===== src/rtl/seq_signed_divider_pkg.sv =====
// Shared types and constants for the sequential signed divider.
package seq_signed_divider_pkg;

  typedef enum logic [1:0] {
    IDLE = 2'd0,
    CALC = 2'd1,
    DONE = 2'd2
  } div_state_e;

  localparam int DEF_DATA_WIDTH = 16;

  function automatic int cnt_width(input int data_width);
    return $clog2(data_width + 1);
  endfunction

  localparam int DEF_CNT_WIDTH = cnt_width(DEF_DATA_WIDTH);

  localparam logic [DEF_DATA_WIDTH-1:0] DEF_MAX = {1'b0, {(DEF_DATA_WIDTH-1){1'b1}}};
  localparam logic [DEF_DATA_WIDTH-1:0] DEF_MIN = {1'b1, {(DEF_DATA_WIDTH-1){1'b0}}};

endpackage


===== src/rtl/seq_signed_divider_div_sub_step.sv =====
// One restoring-division trial subtraction on DATA_WIDTH+1 bits.
module seq_signed_divider_div_sub_step
  import seq_signed_divider_pkg::*;
#(
  parameter int DATA_WIDTH = DEF_DATA_WIDTH
) (
  input  logic [DATA_WIDTH:0]   minuend_i,
  input  logic [DATA_WIDTH:0]   subtrahend_i,
  output logic [DATA_WIDTH-1:0] diff_o,
  output logic                  nonneg_o
);

  logic [DATA_WIDTH:0] diff_full_s;

  assign diff_full_s = minuend_i - subtrahend_i;
  assign diff_o      = diff_full_s[DATA_WIDTH-1:0];
  assign nonneg_o    = ~diff_full_s[DATA_WIDTH];

endmodule


===== src/rtl/seq_signed_divider.sv =====
// Multi-cycle signed restoring divider with valid/ready on both sides.
// Quotient truncates toward zero; remainder takes the dividend's sign.
module seq_signed_divider
  import seq_signed_divider_pkg::*;
#(
  parameter int DATA_WIDTH = DEF_DATA_WIDTH
) (
  input  logic                  clk,
  input  logic                  rst_n,
  input  logic                  in_valid,
  output logic                  in_ready,
  input  logic [DATA_WIDTH-1:0] dividend,
  input  logic [DATA_WIDTH-1:0] divisor,
  output logic                  out_valid,
  input  logic                  out_ready,
  output logic [DATA_WIDTH-1:0] quotient,
  output logic [DATA_WIDTH-1:0] remainder,
  output logic                  div_by_zero,
  output logic                  overflow
);

  localparam int CW = cnt_width(DATA_WIDTH);
  localparam logic [DATA_WIDTH-1:0] MAX_VAL  = {1'b0, {(DATA_WIDTH-1){1'b1}}};
  localparam logic [DATA_WIDTH-1:0] MIN_VAL  = {1'b1, {(DATA_WIDTH-1){1'b0}}};
  localparam logic [DATA_WIDTH-1:0] ZERO_VAL = {DATA_WIDTH{1'b0}};
  localparam logic [DATA_WIDTH-1:0] ONES_VAL = {DATA_WIDTH{1'b1}};
  localparam logic [DATA_WIDTH-1:0] ONE_VAL  = {{(DATA_WIDTH-1){1'b0}}, 1'b1};
  localparam logic [CW-1:0]         CNT_ONE  = {{(CW-1){1'b0}}, 1'b1};
  localparam logic [CW-1:0]         CNT_ZERO = {CW{1'b0}};
  localparam logic [CW-1:0]         CNT_INIT = CW'(DATA_WIDTH);

  function automatic logic [DATA_WIDTH-1:0] cond_neg(input logic [DATA_WIDTH-1:0] v,
                                                     input logic neg);
    return neg ? (~v + ONE_VAL) : v;
  endfunction

  div_state_e            state_q;
  logic [DATA_WIDTH-1:0] dvd_q;      // |dividend|, becomes the quotient magnitude
  logic [DATA_WIDTH-1:0] dvs_q;
  logic [DATA_WIDTH-1:0] prem_q;
  logic [CW-1:0]         cnt_q;
  logic                  qneg_q;
  logic                  rneg_q;
  logic                  dbz_pend_q;
  logic                  ovf_pend_q;
  logic                  in_ready_q;
  logic                  out_valid_q;
  logic [DATA_WIDTH-1:0] quot_q;
  logic [DATA_WIDTH-1:0] rem_q;
  logic                  dbz_q;
  logic                  ovf_q;

  logic [DATA_WIDTH-1:0] dividend_abs_s;
  logic [DATA_WIDTH-1:0] divisor_abs_s;
  logic                  is_dbz_s;
  logic                  is_ovf_s;
  logic [DATA_WIDTH:0]   shifted_s;
  logic [DATA_WIDTH-1:0] diff_s;
  logic                  nonneg_s;
  logic [DATA_WIDTH-1:0] prem_d;
  logic [DATA_WIDTH-1:0] dvd_d;
  logic [CW-1:0]         cnt_d;

  assign dividend_abs_s = cond_neg(dividend, dividend[DATA_WIDTH-1]);
  assign divisor_abs_s  = cond_neg(divisor, divisor[DATA_WIDTH-1]);
  assign is_dbz_s       = (divisor == ZERO_VAL);
  assign is_ovf_s       = (dividend == MIN_VAL) && (divisor == ONES_VAL);
  assign shifted_s      = {prem_q, dvd_q[DATA_WIDTH-1]};

  seq_signed_divider_div_sub_step #(
    .DATA_WIDTH (DATA_WIDTH)
  ) u_sub_step (
    .minuend_i    (shifted_s),
    .subtrahend_i ({1'b0, dvs_q}),
    .diff_o       (diff_s),
    .nonneg_o     (nonneg_s)
  );

  // Next partial remainder, quotient shift and counter for one restoring step.
  always_comb begin
    prem_d = shifted_s[DATA_WIDTH-1:0];
    dvd_d  = {dvd_q[DATA_WIDTH-2:0], nonneg_s};
    cnt_d  = cnt_q - CNT_ONE;
    if (nonneg_s) begin
      prem_d = diff_s;
    end else begin
      prem_d = shifted_s[DATA_WIDTH-1:0];
    end
  end

  // Control FSM and datapath registers, including the registered outputs.
  always_ff @(posedge clk or negedge rst_n) begin
    if (!rst_n) begin
      state_q     <= IDLE;
      dvd_q       <= ZERO_VAL;
      dvs_q       <= ZERO_VAL;
      prem_q      <= ZERO_VAL;
      cnt_q       <= CNT_ZERO;
      qneg_q      <= 1'b0;
      rneg_q      <= 1'b0;
      dbz_pend_q  <= 1'b0;
      ovf_pend_q  <= 1'b0;
      in_ready_q  <= 1'b1;
      out_valid_q <= 1'b0;
      quot_q      <= ZERO_VAL;
      rem_q       <= ZERO_VAL;
      dbz_q       <= 1'b0;
      ovf_q       <= 1'b0;
    end else begin
      case (state_q)
        IDLE: begin
          if (in_valid && in_ready_q) begin
            dvd_q      <= dividend_abs_s;
            dvs_q      <= divisor_abs_s;
            prem_q     <= ZERO_VAL;
            cnt_q      <= CNT_INIT;
            qneg_q     <= dividend[DATA_WIDTH-1] ^ divisor[DATA_WIDTH-1];
            rneg_q     <= dividend[DATA_WIDTH-1];
            dbz_pend_q <= is_dbz_s;
            ovf_pend_q <= is_ovf_s;
            in_ready_q <= 1'b0;
            if (is_dbz_s || is_ovf_s) begin
              state_q <= DONE;
            end else begin
              state_q <= CALC;
            end
          end else begin
            state_q <= IDLE;
          end
        end
        CALC: begin
          if (cnt_q != CNT_ZERO) begin
            prem_q <= prem_d;
            dvd_q  <= dvd_d;
            cnt_q  <= cnt_d;
          end else begin
            quot_q      <= cond_neg(dvd_q, qneg_q);
            rem_q       <= cond_neg(prem_q, rneg_q);
            out_valid_q <= 1'b1;
            state_q     <= DONE;
          end
        end
        DONE: begin
          // Special cases arrive here with out_valid low and are resolved in one cycle.
          if (!out_valid_q) begin
            out_valid_q <= 1'b1;
            if (dbz_pend_q) begin
              quot_q <= rneg_q ? MIN_VAL : MAX_VAL;
              rem_q  <= cond_neg(dvd_q, rneg_q);
              dbz_q  <= 1'b1;
            end else begin
              quot_q <= MAX_VAL;
              rem_q  <= ZERO_VAL;
              ovf_q  <= ovf_pend_q;
            end
          end else if (out_ready) begin
            out_valid_q <= 1'b0;
            dbz_q       <= 1'b0;
            ovf_q       <= 1'b0;
            in_ready_q  <= 1'b1;
            state_q     <= IDLE;
          end else begin
            state_q <= DONE;
          end
        end
        default: begin
          state_q     <= IDLE;
          in_ready_q  <= 1'b1;
          out_valid_q <= 1'b0;
          dbz_q       <= 1'b0;
          ovf_q       <= 1'b0;
        end
      endcase
    end
  end

  assign in_ready    = in_ready_q;
  assign out_valid   = out_valid_q;
  assign quotient    = quot_q;
  assign remainder   = rem_q;
  assign div_by_zero = dbz_q;
  assign overflow    = ovf_q;

endmodule


===== config.mk =====
export PLATFORM = sky130hd
export DESIGN_NAME = seq_signed_divider
export DESIGN_NICKNAME = d
export VERILOG_FILES = /design/src/rtl/seq_signed_divider_pkg.sv /design/src/rtl/seq_signed_divider_div_sub_step.sv /design/src/rtl/seq_signed_divider.sv
export SDC_FILE = /design/constraint.sdc
export NUM_CORES = 1
export LEC_CHECK = 0
export CORE_MARGIN = 3
export CORE_UTILIZATION = 40
export DETAILED_ROUTE_END_ITERATION = 8
export GPL_ROUTABILITY_DRIVEN = 1
export PLACE_DENSITY = 0.61
export SLEW_MARGIN = 20
export SYNTH_ARGS = -nofsm -noshare
export SYNTH_HDL_FRONTEND = slang
export SYNTH_HIERARCHICAL = 1
export SYNTH_SLANG_ARGS = --single-unit

===== constraint.sdc =====
create_clock -name clk -period 4 [get_ports clk]
set_input_delay 1.2 -clock clk [delete_from_list [all_inputs] [get_ports clk]]
set_output_delay 1.2 -clock clk [all_outputs]
set_load 0.005 [all_outputs]

# [Yosys cells after proc, flatten, opt, wreduce, memory -nomap -nowiden]
# Cells that the tools add are included.
[word_totals] reg_bits=95 out_inout_bits=36 elab_cells=105
[classes] add_sub_neg=6 eq_ne=13 n_mux=45 bitwise_logic=9 n_reduce_logical=17
[ops] operator="two-way mux 16 bit" count=17
[ops] operator="one-hot mux 16 bit (2 select lines)" count=4
[ops] operator="adder 16 x 1 -> 16 bit, second input constant" count=4
[ops] operator="inverter 16 bit" count=4
[ops] operator="== test 16 bit, second input constant" count=2
[ops] operator="subtractor 17 x 16 -> 17 bit" count=1
[ops] operator="logical NOT 16 bit" count=1
[ops] operator="inequality test 2 bit, second input constant" count=6
[ops] operator="AND reduction 3 bit" count=4
[ops] operator="two-way mux 1 bit" count=11
[ops] operator="two-way mux 2 bit" count=5
[ops] operator="two-way mux 5 bit" count=2
[ops] operator="one-hot mux 5 bit (2 select lines)" count=1
[ops] operator="inequality test 3 bit, second input constant" count=3
[ops] operator="one-hot mux 1 bit (3 select lines)" count=2
[ops] operator="one-hot mux 2 bit (3 select lines)" count=1
[ops] operator="AND reduction 2 bit" count=3
[ops] operator="nonzero test 5 bit" count=1
[ops] operator="subtractor 5 x 1 -> 5 bit, second input constant" count=1
[ops] operator="inverter 1 bit" count=4
[ops] operator="one-hot mux 1 bit (2 select lines)" count=2
[ops] operator="AND reduction 4 bit" count=1
[ops] operator="nonzero test 2 bit" count=2
[ops] operator="== test 2 x 1 -> 1 bit, second input constant" count=1
[ops] operator="6 further kinds" count=7

# [Depth between registers and ports, before layout]
[logic_depth] ltp_word=6 mapped_depth=14 ltp_nobuf=12

# [Hierarchy]
# Netlist, hierarchy kept.
[by_module_without_submodules] mod="seq_signed_divider" n_inst=1 cells_each=640 area_each_um2=5911.9
[by_module_without_submodules] mod="seq_signed_divider_div_sub_step" n_inst=1 cells_each=135 area_each_um2=899.6

# [Least setup slack after synthesis]
# No wires, ideal clock.
[synth_path] kind="register -> register" start="register dvd_q[15]" end="register prem_q[10]" setup_time_ns=0.135 arrival_ns=3.354 setup_slack_ns=0.511 stages_incl_launch_ff=15 path_buffers=2 period_less_slack_ns=3.489 cell_sequence="dfrtp_1 > inv_1 > ha_1 > inv_1 > fa_1 > a21o_1 > a311oi_2 > nor2_1 > a211o_1 > o21ba_1 > xnor2_1 > clkbuf_1 > clkbuf_1 > mux2i_1 > o31ai_1"
[synth_between] elab_chain_len=4
[synth_lines] item="from (decl)" line="seq_signed_divider.sv:38" source="logic [DATA_WIDTH-1:0] dvd_q;"
[synth_lines] item="from (signal assigned)" line="seq_signed_divider.sv:113" source="dvd_q <= dividend_abs_s;"
[synth_lines] item="from (signal assigned)" line="seq_signed_divider.sv:134" source="dvd_q <= dvd_d;"
[synth_lines] item="subtractor 17 x 16 -> 17 bit" line="seq_signed_divider_div_sub_step.sv:15" source="assign diff_full_s = minuend_i - subtrahend_i;"
[synth_lines] item="two-way mux 16 bit" line="seq_signed_divider.sv:84" source="if (nonneg_s) begin"
[synth_lines] item="two-way mux 16 bit" line="seq_signed_divider.sv:132" source="if (cnt_q != CNT_ZERO) begin"
[synth_lines] item="one-hot mux 16 bit (2 select lines)" line="seq_signed_divider.sv:110" source="case (state_q)"
[synth_lines] item="to (signal assigned)" line="seq_signed_divider.sv:133" source="prem_q <= prem_d;"
[synth_lines] item="to (decl)" line="seq_signed_divider.sv:40" source="logic [DATA_WIDTH-1:0] prem_q;"
# Every way passes these cells. The select of a mux whose other input is x is not followed.
# A chain may end at the register's enable or synchronous reset.

# [Worst setup path after layout]
[layout_path] start="input port divisor[1]" end="register state_q[0]"
[layout_between] elab_chain_len=6 elab_cells_between_ends=7
[layout_lines] item="from (decl)" line="seq_signed_divider.sv:13" source="input logic [DATA_WIDTH-1:0] divisor,"
[layout_lines] item="== test 16 bit" line="seq_signed_divider.sv:67" source="assign is_ovf_s = (dividend == MIN_VAL) && (divisor == ONES_VAL);"
[layout_lines] item="logical AND 1 bit" line="seq_signed_divider.sv:67"
[layout_lines] item="logical OR 1 bit *" line="seq_signed_divider.sv:122" source="if (is_dbz_s || is_ovf_s) begin"
[layout_lines] item="two-way mux 2 bit *" line="seq_signed_divider.sv:122"
[layout_lines] item="two-way mux 2 bit *" line="seq_signed_divider.sv:112" source="if (in_valid && in_ready_q) begin"
[layout_lines] item="one-hot mux 2 bit (3 select lines) *" line="seq_signed_divider.sv:110"
[layout_lines] item="to (signal assigned)" line="seq_signed_divider.sv:123" source="state_q <= DONE;"
[layout_lines] item="to (signal assigned)" line="seq_signed_divider.sv:125" source="state_q <= CALC;"
[layout_lines] item="to (signal assigned)" line="seq_signed_divider.sv:128" source="state_q <= IDLE;"
[layout_lines] item="to (decl)" line="seq_signed_divider.sv:37" source="div_state_e state_q;"
# Mark *: on every way between the ends. The rest lies on a longest branch, timed or not.

==> flow_metrics.py <==
metrics = {
    "critical_path": {
        "reg2reg_from": "dvd_q[15]",
        "path_class": "primary input to register",
        "crit_path_max_fanout": 5,
        "start_kind": "primary input",
        "r2r_cells": 13,
        "cp_data_arrival_time_ps": 3700,
        "startpoint": "divisor[1]",
        "r2r_slack_ps": 650,
        "required_ps": 4230,
        "worstReg2RegEnd": "prem_q[14]",
        "endpoint": "state_q[0]",
        "end_kind": "register",
    },
    "route": {
        "highest_layer": "met4",
        "wire_per_inst_um": 15.9,
        "first_iter_violations": 465,
        "via_per_inst": 5.47,
        "via_count": 5659,
        "drt-total-wl_um": 16400,
        "drcViolationCount": 0,
        "ant_nets": 0,
        "met2_length_um": 7360,
        "met3_length_um": 522,
        "drt-met1-wl_um": 8240,
        "firstDrtPassIters": 5,
    },
    "layout": {
        "drive_gt1_share_pct": 6.14,
        "nNetsFinal": 873,
        "multiInputGateArea_um2": 4030,
        "area_growth_pct": 16.8,
        "diodes": 0,
        "post-route-util_pct": 47.8,
        "seqCellArea_um2": 2380,
        "filler_cell_count": 1569,
        "postLayoutCellArea_um2": 7960,
    },
    "synthesis": {
        "netlist_area_um2": 6810,
        "yosys_warnings": 6,
        "synth_common_cells": "94 x dfrtp_1, 87 x nand2_1, 85 x o21ai_0",
        "synth_cell_type_count": 67,
        "syn_inst": 775,
        "yosysTopAreaCellShare_pct": 34.5,
        "ys_async_sr_fraction_pct": 100,
        "synth.avg_cell_area_um2": 8.79,
        "synth.area.top_cells": "dfrtp_1 35%, o21ai_0 6.2%, xor2_1 5.9%, mux2i_1 5.1%, ha_1 5.0%",
        "yosysSeqAreaShare_pct": 34.9,
        "synth-edff-count": 0,
        "synth_most_common_cell": "dfrtp_1",
        "synth_top_cell_by_area": "dfrtp_1",
        "ys_seq_elements": 95,
        "ys.flop_type": "dfrtp_1",
        "synth.net_count": 839,
    },
    "placed_design": {
        "placed_area_um2": 7650,
        "place.gp.congestion": 0.885,
        "io_buffers": 71,
        "dpl_worst_slack_ps": 157,
        "hpwlAfterDp_um": 12600,
    },
    "sta": {
        "setup_violations": 0,
        "setup_slack_ps": 524,
        "relSlewSlack_pct": 47.5,
        "report.final.slew_viol_count": 0,
        "hold_viol": 0,
        "period_share_pct": 86.9,
        "tightest_slew_ps": 785,
        "final.setup_skew_ps": 7.78,
        "fmax_mhz": 288,
        "rsz0062_at_grt": "no",
        "finalSetupTns_ps": 0,
        "finalCriticalPeriod_ps": 3480,
    },
    "global_routing": {
        "grt_pass1_vias": 5532,
        "grt_usage_pct": 18.4,
        "grt_max_degree": 64,
        "grt_pass1_wl_um": 27700,
        "gr-total-overflow": 0,
        "antenna_found_initial": 0,
    },
    "power_and_ir_drop": {
        "combPwrFrac_pct": 60.1,
        "p_int_w": 0.00386,
        "switching_share_pct": 44.8,
        "p_sw_w": 0.00314,
        "ir_drop_v": 0.000336,
        "sequentialPowerShare_pct": 27.4,
        "power.density_nw_per_um2": 880,
        "leakage_nw": 3.41,
        "clock_power_share_pct": 12.5,
    },
    "clock_network": {
        "cts_resized": 0,
        "clk_pin_slew_ps": 60,
        "worstSkewPairLatency_ps": 340,
        "htree_levels": 3,
        "hold_buffers": 0,
        "numCtsBuffers": 9,
        "cts_max_path_buffers": 2,
        "cts.sinks": 95,
        "root_buffer": "clkbuf_16",
        "post_cts_buffers": 0,
        "cts_tree": "yes",
    },
    "floorplanning": {
        "start_util_pct": 40.9,
        "dieArea_um2": 18600,
        "fp-row-count": 47,
        "ios": 72,
        "die_w_um": 136,
        "fp.dieH_um": 136,
        "core_um2": 16600,
    },
    "run": {
        "drv_cap": 0,
    },
    "hold_path": {
        "holdCritPathClass": "register to register",
    },
    "outcome": {
        "status": "finished, final reports clean",
    },
}
[worst min-delay path by stage]
stage               cells after the start  slack (ps)            to          from
detailed placement                      2         470    ovf_pend_q    ovf_pend_q
finish                                  2         480      dvs_q[1]      dvs_q[1]
global route                            2         510      dvs_q[4]      dvs_q[4]
floorplan                               2         440    ovf_pend_q    ovf_pend_q
CTS                                     2         490      dvs_q[1]      dvs_q[1]
global placement                        2         460  remainder[2]  remainder[2]
[critical path, stage by stage]
cell and delay, ps:
clkdlybuf4s50_1 470, inv_1 80, ha_1 150, or3b_2 470, or4_1 500, or4_1 560, a32o_1 260
[power by group through the flow]
stage | sequential [W] | clock (W) | combinational [W]
after floorplan | 0.00167 | 0 | 0.00331
after global placement | 0.00190 | 0 | 0.00414
after detailed placement | 0.00193 | 0 | 0.00422
after CTS | 0.00191 | 0.000895 | 0.00424
after global routing | 0.00199 | 0.000933 | 0.00471
final | 0.00192 | 0.000872 | 0.00421
[per-layer routing]
metal | vias to the layer above | track usage [%]
li1 | 2844 | -
met1 | 2680 | 26.8
met2 | 114 | 28.3
met3 | 21 | 2.28
met4 | 0 | 6.27
met5 | - | 0
[placed cells by master, fill, tap and decap left out, types with 8 or more instances in the layout]
cell type,instances
clkdlybuf4s50_1,70
inv_1,40
ha_1,27
xor2_1,46
o31ai_1,37
or4_1,15
clkbuf_16,9
nor2b_1,8
xnor2_1,33
nand2_1,87
o21a_1,19
nand3_1,12
a21oi_1,18
o41ai_1,18
nor2_1,33
buf_4,10
dfrtp_1,93
o21ai_0,85
mux2i_1,35
[final cells by class]
type	count	area share (%)
multi-input cells	581	50.7
repair buffers	82	10.3
clock buffers	11	3.05
well taps	220	3.46
clock inverters	5	0.723
flip-flops and latches	95	29.9
inverters	40	1.89
[registers in the layout (all words and copies together), names as in the netlist, 2 cells and up]
| register | cells |
|---|---|
| cnt_q | 5 |
| quotient | 16 |
| remainder | 16 |
| prem_q | 16 |
| dvd_q | 16 |
| state_q | 2 |
| dvs_q | 16 |
[logic make-up after synthesis]
logic type	after synthesis	share of synthesized area [%]
simple gates	203	14.9
xor+xnor	80	10.3
mux	39	5.80
flops	95	34.9
other cells	1	0.0551
fa+ha+maj	28	5.25
compound gates	230	22.7
buf+inv	99	6.10
[metrics by stage]
| step | hold WS [ps] | power [W] | instances |
|---|---|---|---|
| finish | 483 | 0.00700 | 1034 |
| detailed placement | 473 | 0.00615 | 1018 |
| global placement | 462 | 0.00604 | 1018 |
| CTS | 489 | 0.00705 | 1034 |
| floorplan | 442 | 0.00498 | 775 |
| global route | 508 | 0.00763 | 1034 |
(Power assumes the default switching activity.)
